### src/rtl/axi_rd_slave_responder_pkg.sv
// axi_rd_pkg: AR/R payload layout, BURST/RESP codes and responder FSM states
package axi_rd_pkg;
  localparam int AR_W = 49;
  localparam int R_W = 43;
  localparam int AR_ID_LSB = 41;
  localparam int AR_ADDR_LSB = 9;
  localparam int AR_LEN_LSB = 5;
  localparam int AR_BURST_LSB = 0;
  localparam logic [1:0] BURST_FIXED = 2'b00;
  localparam logic [1:0] BURST_INCR = 2'b01;
  localparam logic [1:0] BURST_WRAP = 2'b10;
  localparam logic [1:0] RESP_OKAY = 2'b00;
  localparam logic [1:0] RESP_SLVERR = 2'b10;
  localparam logic [1:0] RESP_DECERR = 2'b11;
  typedef enum logic [1:0] {IDLE, RD, CAP, PUSH} state_e;
endpackage

### src/rtl/axi_rd_slave_responder_if.sv
// axi_rd_slave_responder_if: AR FIFO read side, R FIFO write side and SRAM pins; slave = responder, master = environment
interface axi_rd_slave_responder_if
  import axi_rd_pkg::*;
#(parameter int ADDR_W = 14);
  logic [AR_W-1:0] ar_rdata;
  logic ar_rempty;
  logic ar_rpop;
  logic [R_W-1:0] r_wdata;
  logic r_wpush;
  logic r_wfull;
  logic mem_ceb;
  logic mem_web;
  logic [ADDR_W-1:0] mem_a;
  logic [31:0] mem_do;
  modport slave (input ar_rdata, ar_rempty, r_wfull, mem_do, output ar_rpop, r_wdata, r_wpush, mem_ceb, mem_web, mem_a);
  modport master (output ar_rdata, ar_rempty, r_wfull, mem_do, input ar_rpop, r_wdata, r_wpush, mem_ceb, mem_web, mem_a);
endinterface

### src/rtl/axi_rd_slave_responder_rd_burst_addr_gen.sv
// rd_burst_addr_gen: next beat address (INCR +4, otherwise held) and LAST flag from addr/burst/beat_cnt/len
module rd_burst_addr_gen
  import axi_rd_pkg::*;
(
  input  logic [31:0] addr,
  input  logic [1:0]  burst,
  input  logic [3:0]  beat_cnt,
  input  logic [3:0]  len,
  output logic [31:0] next_addr,
  output logic        last
);
  assign next_addr = (burst == BURST_INCR) ? addr + 32'd4 : addr;
  assign last = beat_cnt == len;
endmodule

### src/rtl/axi_rd_slave_responder.sv
// axi_rd_slave_responder: pops AR requests, reads bursts from a 1-cycle SRAM, pushes R beats (clk, rst, bus: slave modport); ADDR_RANGE_CHECK_EN enables DECERR on out-of-range start address
module axi_rd_slave_responder
  import axi_rd_pkg::*;
#(
  parameter int ADDR_W = 14,
  parameter int ID_W = 8
) (
  input logic clk,
  input logic rst,
  axi_rd_slave_responder_if.slave bus
);
  state_e state_q, state_d;
  logic [ID_W-1:0] id_q, id_d;
  logic [31:0] addr_q, addr_d, data_q, data_d, next_addr, ar_addr;
  logic [3:0] len_q, len_d, cnt_q, cnt_d;
  logic [1:0] burst_q, burst_d, resp_q, resp_d, ar_burst, ar_resp;
  logic last, range_err;
  assign ar_addr = bus.ar_rdata[AR_ADDR_LSB +: 32];
  assign ar_burst = bus.ar_rdata[AR_BURST_LSB +: 2];
`ifdef ADDR_RANGE_CHECK_EN
  assign range_err = |ar_addr[31:ADDR_W+2];
`else
  assign range_err = 1'b0;
`endif
  // error bursts never touch the SRAM; their RESP is fixed for the whole burst at capture
  assign ar_resp = range_err ? RESP_DECERR : (ar_burst >= BURST_WRAP) ? RESP_SLVERR : RESP_OKAY;
  rd_burst_addr_gen u_gen (
    .addr(addr_q),
    .burst(burst_q),
    .beat_cnt(cnt_q),
    .len(len_q),
    .next_addr(next_addr),
    .last(last)
  );
  always_comb begin
    state_d = state_q;
    id_d = id_q;
    addr_d = addr_q;
    len_d = len_q;
    burst_d = burst_q;
    cnt_d = cnt_q;
    data_d = data_q;
    resp_d = resp_q;
    unique case (state_q)
      IDLE: if (!bus.ar_rempty) begin
        id_d = bus.ar_rdata[AR_ID_LSB +: ID_W];
        addr_d = ar_addr;
        len_d = bus.ar_rdata[AR_LEN_LSB +: 4];
        burst_d = ar_burst;
        cnt_d = '0;
        data_d = '0;
        resp_d = ar_resp;
        state_d = (ar_resp == RESP_OKAY) ? RD : PUSH;
      end
      RD: state_d = CAP;
      CAP: begin
        data_d = bus.mem_do;
        state_d = PUSH;
      end
      PUSH: if (!bus.r_wfull) begin
        cnt_d = last ? cnt_q : cnt_q + 4'd1;
        addr_d = last ? addr_q : next_addr;
        state_d = last ? IDLE : (resp_q == RESP_OKAY) ? RD : PUSH;
      end
    endcase
  end
  always_ff @(posedge clk) begin
    if (rst) begin
      state_q <= IDLE;
      id_q <= '0;
      addr_q <= '0;
      len_q <= '0;
      burst_q <= '0;
      cnt_q <= '0;
      data_q <= '0;
      resp_q <= '0;
    end else begin
      state_q <= state_d;
      id_q <= id_d;
      addr_q <= addr_d;
      len_q <= len_d;
      burst_q <= burst_d;
      cnt_q <= cnt_d;
      data_q <= data_d;
      resp_q <= resp_d;
    end
  end
  assign bus.ar_rpop = (state_q == IDLE) && !bus.ar_rempty && !rst;
  assign bus.r_wpush = (state_q == PUSH) && !bus.r_wfull && !rst;
  assign bus.r_wdata = (state_q == PUSH) ? {id_q, data_q, resp_q, last} : '0;
  assign bus.mem_ceb = state_q != RD;
  assign bus.mem_web = 1'b1;
  assign bus.mem_a = addr_q[ADDR_W+1:2];
endmodule

### src/flat_wrapper.sv
// flat-port wrapper written by rule: the top's interface ports become plain ports
module axi_rd_slave_responder_flat import axi_rd_pkg::*;
#(
  parameter int ADDR_W = 14,
  parameter int ID_W = 8
)
  (clk, rst, bus_ar_rdata, bus_ar_rempty, bus_r_wfull, bus_mem_do, bus_ar_rpop, bus_r_wdata, bus_r_wpush, bus_mem_ceb, bus_mem_web, bus_mem_a);
  axi_rd_slave_responder_if #(.ADDR_W(ADDR_W)) bus_i ();
  input logic clk;
  input logic rst;
  input wire logic [$bits(bus_i.ar_rdata)-1:0] bus_ar_rdata;
  input wire logic [$bits(bus_i.ar_rempty)-1:0] bus_ar_rempty;
  input wire logic [$bits(bus_i.r_wfull)-1:0] bus_r_wfull;
  input wire logic [$bits(bus_i.mem_do)-1:0] bus_mem_do;
  output wire logic [$bits(bus_i.ar_rpop)-1:0] bus_ar_rpop;
  output wire logic [$bits(bus_i.r_wdata)-1:0] bus_r_wdata;
  output wire logic [$bits(bus_i.r_wpush)-1:0] bus_r_wpush;
  output wire logic [$bits(bus_i.mem_ceb)-1:0] bus_mem_ceb;
  output wire logic [$bits(bus_i.mem_web)-1:0] bus_mem_web;
  output wire logic [$bits(bus_i.mem_a)-1:0] bus_mem_a;
  assign bus_i.ar_rdata = bus_ar_rdata;
  assign bus_i.ar_rempty = bus_ar_rempty;
  assign bus_i.r_wfull = bus_r_wfull;
  assign bus_i.mem_do = bus_mem_do;
  assign bus_ar_rpop = bus_i.ar_rpop;
  assign bus_r_wdata = bus_i.r_wdata;
  assign bus_r_wpush = bus_i.r_wpush;
  assign bus_mem_ceb = bus_i.mem_ceb;
  assign bus_mem_web = bus_i.mem_web;
  assign bus_mem_a = bus_i.mem_a;
  axi_rd_slave_responder #(.ADDR_W(ADDR_W), .ID_W(ID_W)) u_core (.clk(clk), .rst(rst), .bus(bus_i));
endmodule
### config.mk
export PLATFORM = sky130hd
export DESIGN_NAME = axi_rd_slave_responder_flat
export DESIGN_NICKNAME = d
export VERILOG_FILES = /design/src/rtl/axi_rd_slave_responder_pkg.sv /design/src/rtl/axi_rd_slave_responder_if.sv /design/src/rtl/axi_rd_slave_responder_rd_burst_addr_gen.sv /design/src/rtl/axi_rd_slave_responder.sv /design/src/flat_wrapper.sv
export SDC_FILE = /design/constraint.sdc
export NUM_CORES = 1
export LEC_CHECK = 0
export BUFFER_PORTS_ARGS = -buffer_cell sky130_fd_sc_hd__buf_2
export CORE_AREA = 2 2 105 107
export DETAILED_ROUTE_END_ITERATION = 16
export DIE_AREA = 0 0 107 109
export PLACE_DENSITY_LB_ADDON = 0.08
export SLEW_MARGIN = 0
export SYNTH_ARGS = -nofsm -noshare
export SYNTH_HDL_FRONTEND = slang
export SYNTH_HIERARCHICAL = 1
export SYNTH_SLANG_ARGS = --single-unit
### constraint.sdc
create_clock -name clk -period 4.84 [get_ports clk]
set_input_delay 0.484 -clock clk [delete_from_list [all_inputs] [get_ports clk]]
set_output_delay 0.484 -clock clk [all_outputs]
set_load 0.1 [all_outputs]
==> impl_results.rst, run 1 <==
.. list-table::
   :header-rows: 1

   * - Metric
     - Value
   * - Run status
     - complete, no violations
   * - Max Cap Viol
     - 0
   * - Crit path max-delay family
     - buffers and inverters
   * - CTS Root Cell
     - sky130_fd_sc_hd__clkbuf_8
   * - Port Buffer Count
     - 122
   * - Number of nets in the final layout
     - 581
   * - Minimum period implied by the final worst setup slack
     - 2.94 ns
   * - Average cell area after synthesis
     - 8.13 um^2
   * - Detailed-route DRC error count
     - 0
   * - CP required
     - 4.36 ns
   * - Worst min-delay path startpoint
     - bus_ar_rdata[41]
   * - CORE AREA
     - 10600 um^2
   * - Estimated wirelength of the detail-placed design
     - 6040 um
   * - Vertical extent of the die
     - 109 um
   * - Startpoint types
     - register
   * - Die area
     - 11700 um^2
   * - Post-CTS Hold Fix Bufs
     - 0
   * - Buffering stage count on the worst path with inverters included
     - 2
   * - Worst slew pin tran
     - 1.17 ns
   * - Router iterations before antenna repair
     - 4
   * - Count of antenna-violating nets left after detailed routing
     - 0
   * - Peak VDD IR
     - 0.000149 V
   * - DP Worst Slack
     - 2.18 ns
   * - Via total after detailed routing
     - 3198
   * - Clock-pin transition on the worst setup and hold timing paths
     - 0.09 ns
   * - First-pass GRT wire length
     - 15100 um
   * - Share of the clock period used by the worst path after layout
     - 0.608
   * - Cell area after synthesis
     - 3440 um^2
   * - Power density normalized to cell area
     - 354 nW/um^2
   * - WP data arrival
     - 2.46 ns
   * - Total of warnings raised by yosys
     - 6
   * - Max Fclk
     - 0.340 GHz
   * - Number of resized instances in the post-cts repair step
     - 0
   * - Final number of setup-violating endpoints
     - 0
   * - Post-detailed-routing wire length
     - 9510 um
   * - Synthesis-to-finish area growth
     - 19.0%
   * - LEAKAGE
     - 1.97 nW
   * - Post-Route Utilization
     - 0.386
   * - Peak fanout along the critical path
     - 54
   * - Final worst hold slack
     - 0.342 ns
   * - Number of fillers in the final layout
     - 1153
   * - Remaining global-route overflow
     - 0
   * - Crit-path slowest cell
     - sky130_fd_sc_hd__dfxtp_2
   * - Worst setup path category
     - reg -> out
   * - Maximum cell stage delay along the critical path
     - 0.89 ns
   * - Largest net degree at the start of global routing
     - 57
   * - Fin Setup TNS
     - 0 ns
   * - Antenna Diode Count
     - 0
   * - RSZ-0062 raised after global routing
     - false
   * - Maximum count of clock buffers along a single path
     - 2
   * - Type of element capturing the critical path
     - primary output
   * - Worst Clk Skew
     - 0.00772 ns
   * - Initial core utilization
     - 0.324
   * - Max-slew violation count
     - 0
   * - Relative slew margins
     - 0.216
   * - Total Routing Usage GR
     - 0.164
   * - Antenna violations before repair
     - 0
   * - Fin worst setup slack
     - 1.90 ns
   * - Number of buffers inserted to repair setup after CTS
     - 0
   * - Horiz. Die Dim
     - 107 um
   * - Launch instance of the worst register-to-register path
     - u_core/state_q[0]
   * - Cell Chain, Critical Path
     - buf_4 > and3_1 > buf_2
   * - Share of cells above drive strength 1
     - 0.309
   * - Cts bufs inserted
     - 9
   * - Sinks on the clock net
     - 67
   * - Post-layout total power
     - 1.45 mW
   * - Syn Nets
     - 510
   * - Start point of the critical path
     - u_core/state_q[0]
   * - Clock insertion delay at the later pin of the skew report
     - 0.35 ns
   * - Vias in the first global route
     - 2967
   * - CTS tree
     - done
   * - Path category of the worst min-delay check
     - in -> reg
   * - Final estimated routing congestion in global placement
     - 0.751
   * - Routed wire length per instance
     - 14.9 um
   * - # rows
     - 38
   * - Drt initial violations
     - 111
   * - Routed vias/inst
     - 5.00
   * - Total number of H-tree levels
     - 3
   * - Num ports
     - 146
   * - Endpoints failing hold
     - 0
   * - Number of instances in the synthesized netlist
     - 423
[stage by stage]
| stage | instances | instance area (um^2) |
|---|---|---|
| 2_1_floorplan | 423 | 3440 |
| 3_3_place_gp | 623 | 3900 |
| 3_5_place_dp | 623 | 3900 |
| 4_1_cts | 639 | 4090 |
| 5_1_grt | 639 | 4090 |
| 6_report | 639 | 4090 |
[where the power goes]
part	internal [mW]	switching, mW	total (mW)
combinational	0.0918	0.266	0.357
sequential	0.593	0.0481	0.641
clock	0.204	0.243	0.447
[layer usage]
metal | global-route usage | share of wire | up-vias
met3 | 0.0675 | 0.064 | 7
met1 | 0.205 | 0.45 | 1503
met5 | 0 | 0 | -
met4 | 0.0362 | 0.0089 | 0
met2 | 0.264 | 0.48 | 77
li1 | - | - | 1611
[worst reg2reg max path, delay by kind of cell (launching register included)]
kind / cells / cell delay, ns
AOI/OAI and AO/OA: 1 / 0.22
and+or+nand+nor: 1 / 0.75
DFF: 1 / 0.89
buffers and inverters: 1 / 0.55
muxes: 1 / 0.16
[cells in the final DEF (no fill, tap or decap), types with 4 or more instances in the layout]
cell type / count
sky130_fd_sc_hd__a21oi_1: 34
sky130_fd_sc_hd__a22o_1: 15
sky130_fd_sc_hd__a311oi_1: 14
sky130_fd_sc_hd__and2_1: 4
sky130_fd_sc_hd__and3_1: 43
sky130_fd_sc_hd__buf_2: 122
sky130_fd_sc_hd__buf_4: 5
sky130_fd_sc_hd__clkbuf_8: 10
sky130_fd_sc_hd__dfxtp_1: 65
sky130_fd_sc_hd__nand2_1: 52
sky130_fd_sc_hd__nand3_1: 24
sky130_fd_sc_hd__nor3_1: 17
sky130_fd_sc_hd__o21ai_0: 29
sky130_fd_sc_hd__o21ai_1: 5
sky130_fd_sc_hd__xnor2_1: 10
sky130_fd_sc_hd__xor2_1: 7
[sequential cells by signal (all words and copies together), names as in the netlist]
signal / flops
u_core/data_q: 32
u_core/addr_q: 14
u_core/burst_q: 2
u_core/cnt_q: 4
u_core/state_q: 2
u_core/resp_q: 1
u_core/id_q: 8
u_core/len_q: 4
[final cells by class]
cell class                      count  area [um^2]  share of cell area
Clock buffer                       10          138              0.0336
Clock inverter                      6         48.8              0.0119
Inverter                            3         11.3             0.00275
Multi-Input combinational cell    286         1730               0.422
Sequential cell                    67         1340               0.329
Tap cell                          140          175              0.0428
Timing Repair Buffer              127          648               0.158
[worst paths after layout]
kind	depth (start not counted)	slack, ns	endpoint
worst max-delay path	3	1.90	bus_r_wdata[4]
worst min-delay path	2	0.34	u_core/id_q[0]
worst max register to register	4	2.17	u_core/cnt_q[3]
worst min register to register	2	0.47	u_core/data_q[19]
Power figures use the tool's default switching activity.
==> run 2, diff against run 1 <==
- clock period: 4.84 -> 2.5 ns (I/O delays scaled with it)
==> impl_results.rst, run 2 (synthesized netlist as in run 1, its figures left out) <==
.. list-table::
   :header-rows: 1

   * - Metric
     - Value
   * - Run status
     - complete, no violations
   * - Endpoints failing hold
     - 0
   * - Startpoint types
     - register
   * - Peak fanout along the critical path
     - 39
   * - Count of antenna-violating nets left after detailed routing
     - 0
   * - Fin worst setup slack
     - 0.178 ns
   * - Register with the highest flop count
     - u_core/data_q
   * - Registers with the most flip-flops
     - u_core/data_q: 32 flops, u_core/addr_q: 14 flops, u_core/id_q: 8 flops
   * - Vias in the first global route
     - 3126
   * - Via total after detailed routing
     - 3214
   * - Final worst hold slack
     - 0.130 ns
   * - Path category of the worst min-delay check
     - in -> reg
   * - Power density normalized to cell area
     - 663 nW/um^2
   * - # rows
     - 38
   * - DP Worst Slack
     - 0.495 ns
   * - Final number of setup-violating endpoints
     - 0
   * - Worst Clk Skew
     - 0.0119 ns
   * - LEAKAGE
     - 2.01 nW
   * - Sinks on the clock net
     - 67
   * - Worst slew pin tran
     - 0.791 ns
   * - WP data arrival
     - 2.07 ns
   * - Met1 GRT Util
     - 0.213
   * - Remaining global-route overflow
     - 0
   * - RSZ-0062 raised after global routing
     - false
   * - Total number of H-tree levels
     - 3
   * - CORE AREA
     - 10600 um^2
   * - Port Buffer Count
     - 122
   * - Max Fclk
     - 0.431 GHz
   * - Router iterations before antenna repair
     - 4
   * - Drt initial violations
     - 121
   * - Largest register FFs
     - 32
   * - Most common cell after layout, fill and taps aside
     - sky130_fd_sc_hd__buf_2
   * - Share of the clock period used by the worst path after layout
     - 0.929
   * - Worst setup path category
     - reg -> out
   * - Estimated wirelength of the detail-placed design
     - 6330 um
   * - Routed wire length per instance
     - 14.8 um
   * - Clock insertion delay at the later pin of the skew report
     - 0.34 ns
   * - Share of cells above drive strength 1
     - 0.317
   * - Horiz. Die Dim
     - 107 um
   * - Num ports
     - 146
   * - Final estimated routing congestion in global placement
     - 0.765
   * - Largest net degree at the start of global routing
     - 40
   * - Initial core utilization
     - 0.324
   * - Global-route layer with the greatest usage
     - met2
   * - Antenna violations before repair
     - 0
   * - Number of resized instances in the post-cts repair step
     - 0
   * - Type of element capturing the critical path
     - primary output
   * - CTS Root Cell
     - sky130_fd_sc_hd__clkbuf_8
   * - Most frequent cells in the layout
     - 121 x sky130_fd_sc_hd__buf_2, 65 x sky130_fd_sc_hd__dfxtp_1, 52 x sky130_fd_sc_hd__nand2_1, 43 x sky130_fd_sc_hd__and3_1, 34 x sky130_fd_sc_hd__a21oi_1
   * - Maximum count of clock buffers along a single path
     - 2
   * - Fin Setup TNS
     - 0 ns
   * - First-pass GRT wire length
     - 15600 um
   * - Routed vias/inst
     - 4.99
   * - Relative slew margins
     - 0.473
   * - Max-slew violation count
     - 0
   * - Number of nets in the final layout
     - 588
   * - Post-detailed-routing wire length
     - 9510 um
   * - CP required
     - 2.25 ns
   * - Routing usage on met3
     - 0.0430
   * - Minimum period implied by the final worst setup slack
     - 2.32 ns
   * - CTS tree
     - done
   * - Antenna Diode Count
     - 0
   * - Vertical extent of the die
     - 109 um
   * - Peak VDD IR
     - 0.000227 V
   * - Detailed-route DRC error count
     - 0
   * - Cts bufs inserted
     - 9
   * - Post-CTS Hold Fix Bufs
     - 0
   * - Met2 track demand over resource
     - 0.274
   * - Number of buffers inserted to repair setup after CTS
     - 0
   * - Max Cap Viol
     - 0
   * - Total Routing Usage GR
     - 0.167
   * - Clock-pin transition on the worst setup and hold timing paths
     - 0.08 ns
   * - Synthesis-to-finish area growth
     - 20.5%
   * - Die area
     - 11700 um^2
   * - Register-to-register setup slack
     - 0.49 ns
## run 2: cell types whose count changed in the layout (fill, tap and decap cells not counted)
| cell | change |
|---|---|
| sky130_fd_sc_hd__buf_2 | -1 |
| sky130_fd_sc_hd__clkinvlp_4 | -3 |
| sky130_fd_sc_hd__nor3_1 | -1 |
| sky130_fd_sc_hd__inv_6 | -2 |
| sky130_fd_sc_hd__clkinv_4 | -1 |
| sky130_fd_sc_hd__clkinv_2 | +3 |
| sky130_fd_sc_hd__nor3_2 | +1 |
| sky130_fd_sc_hd__buf_4 | +7 |
| sky130_fd_sc_hd__clkbuf_8 | +1 |
| sky130_fd_sc_hd__buf_12 | +1 |
## run 2: final timing paths
check	start	to	depth (start not counted)
min	bus_ar_rdata[8]	u_core/len_q[3]	2
min reg2reg	u_core/data_q[17]	u_core/data_q[17]	2
max reg2reg	u_core/state_q[0]	u_core/addr_q[6]	4
max	u_core/state_q[0]	bus_r_wdata[36]	3
## run 2: stage by stage
| stage | area [um^2] | utilization | total power, mW | std cells |
|---|---|---|---|---|
| after floorplan | 3440 | - | 1.85 | 423 |
| after global placement | 3980 | 0.375 | 1.98 | 630 |
| after detailed placement | 3980 | 0.375 | 1.99 | 630 |
| after CTS | 4140 | 0.391 | 2.80 | 644 |
| after global routing | 4140 | 0.391 | 2.90 | 644 |
| final | 4140 | 0.391 | 2.75 | 644 |
## run 2: layer usage
metal | vias to the layer above | part of all wire
li1 | 1621 | -
met1 | 1503 | 0.46
met2 | 82 | 0.46
met3 | 8 | 0.064
met4 | 0 | 0.0098
met5 | - | 0
## run 2: where the power goes
part | switching, mW | total [mW] | internal [mW] | leakage (nW)
Clock | 0.392 | 0.791 | 0.398 | 0.0908
Combinational | 0.526 | 0.723 | 0.197 | 1.37
Sequential | 0.0847 | 1.23 | 1.15 | 0.549
Total | 1.00 | 2.75 | 1.74 | 2.01
## run 2: final cells by class
class	count	area [um^2]
multi-input combinational	286	1730
sequential	67	1340
tap	140	175
timing repair buffer	134	716
clock buffer	11	151
inverter	3	11.3
fill	1130	6460
clock inverter	3	15.0
## run 2: critical path: stages, from the launching register on
cell and delay [ns]:
sky130_fd_sc_hd__dfxtp_2 0.67, sky130_fd_sc_hd__buf_4 0.41, sky130_fd_sc_hd__and3_1 0.22, sky130_fd_sc_hd__buf_2 0.42
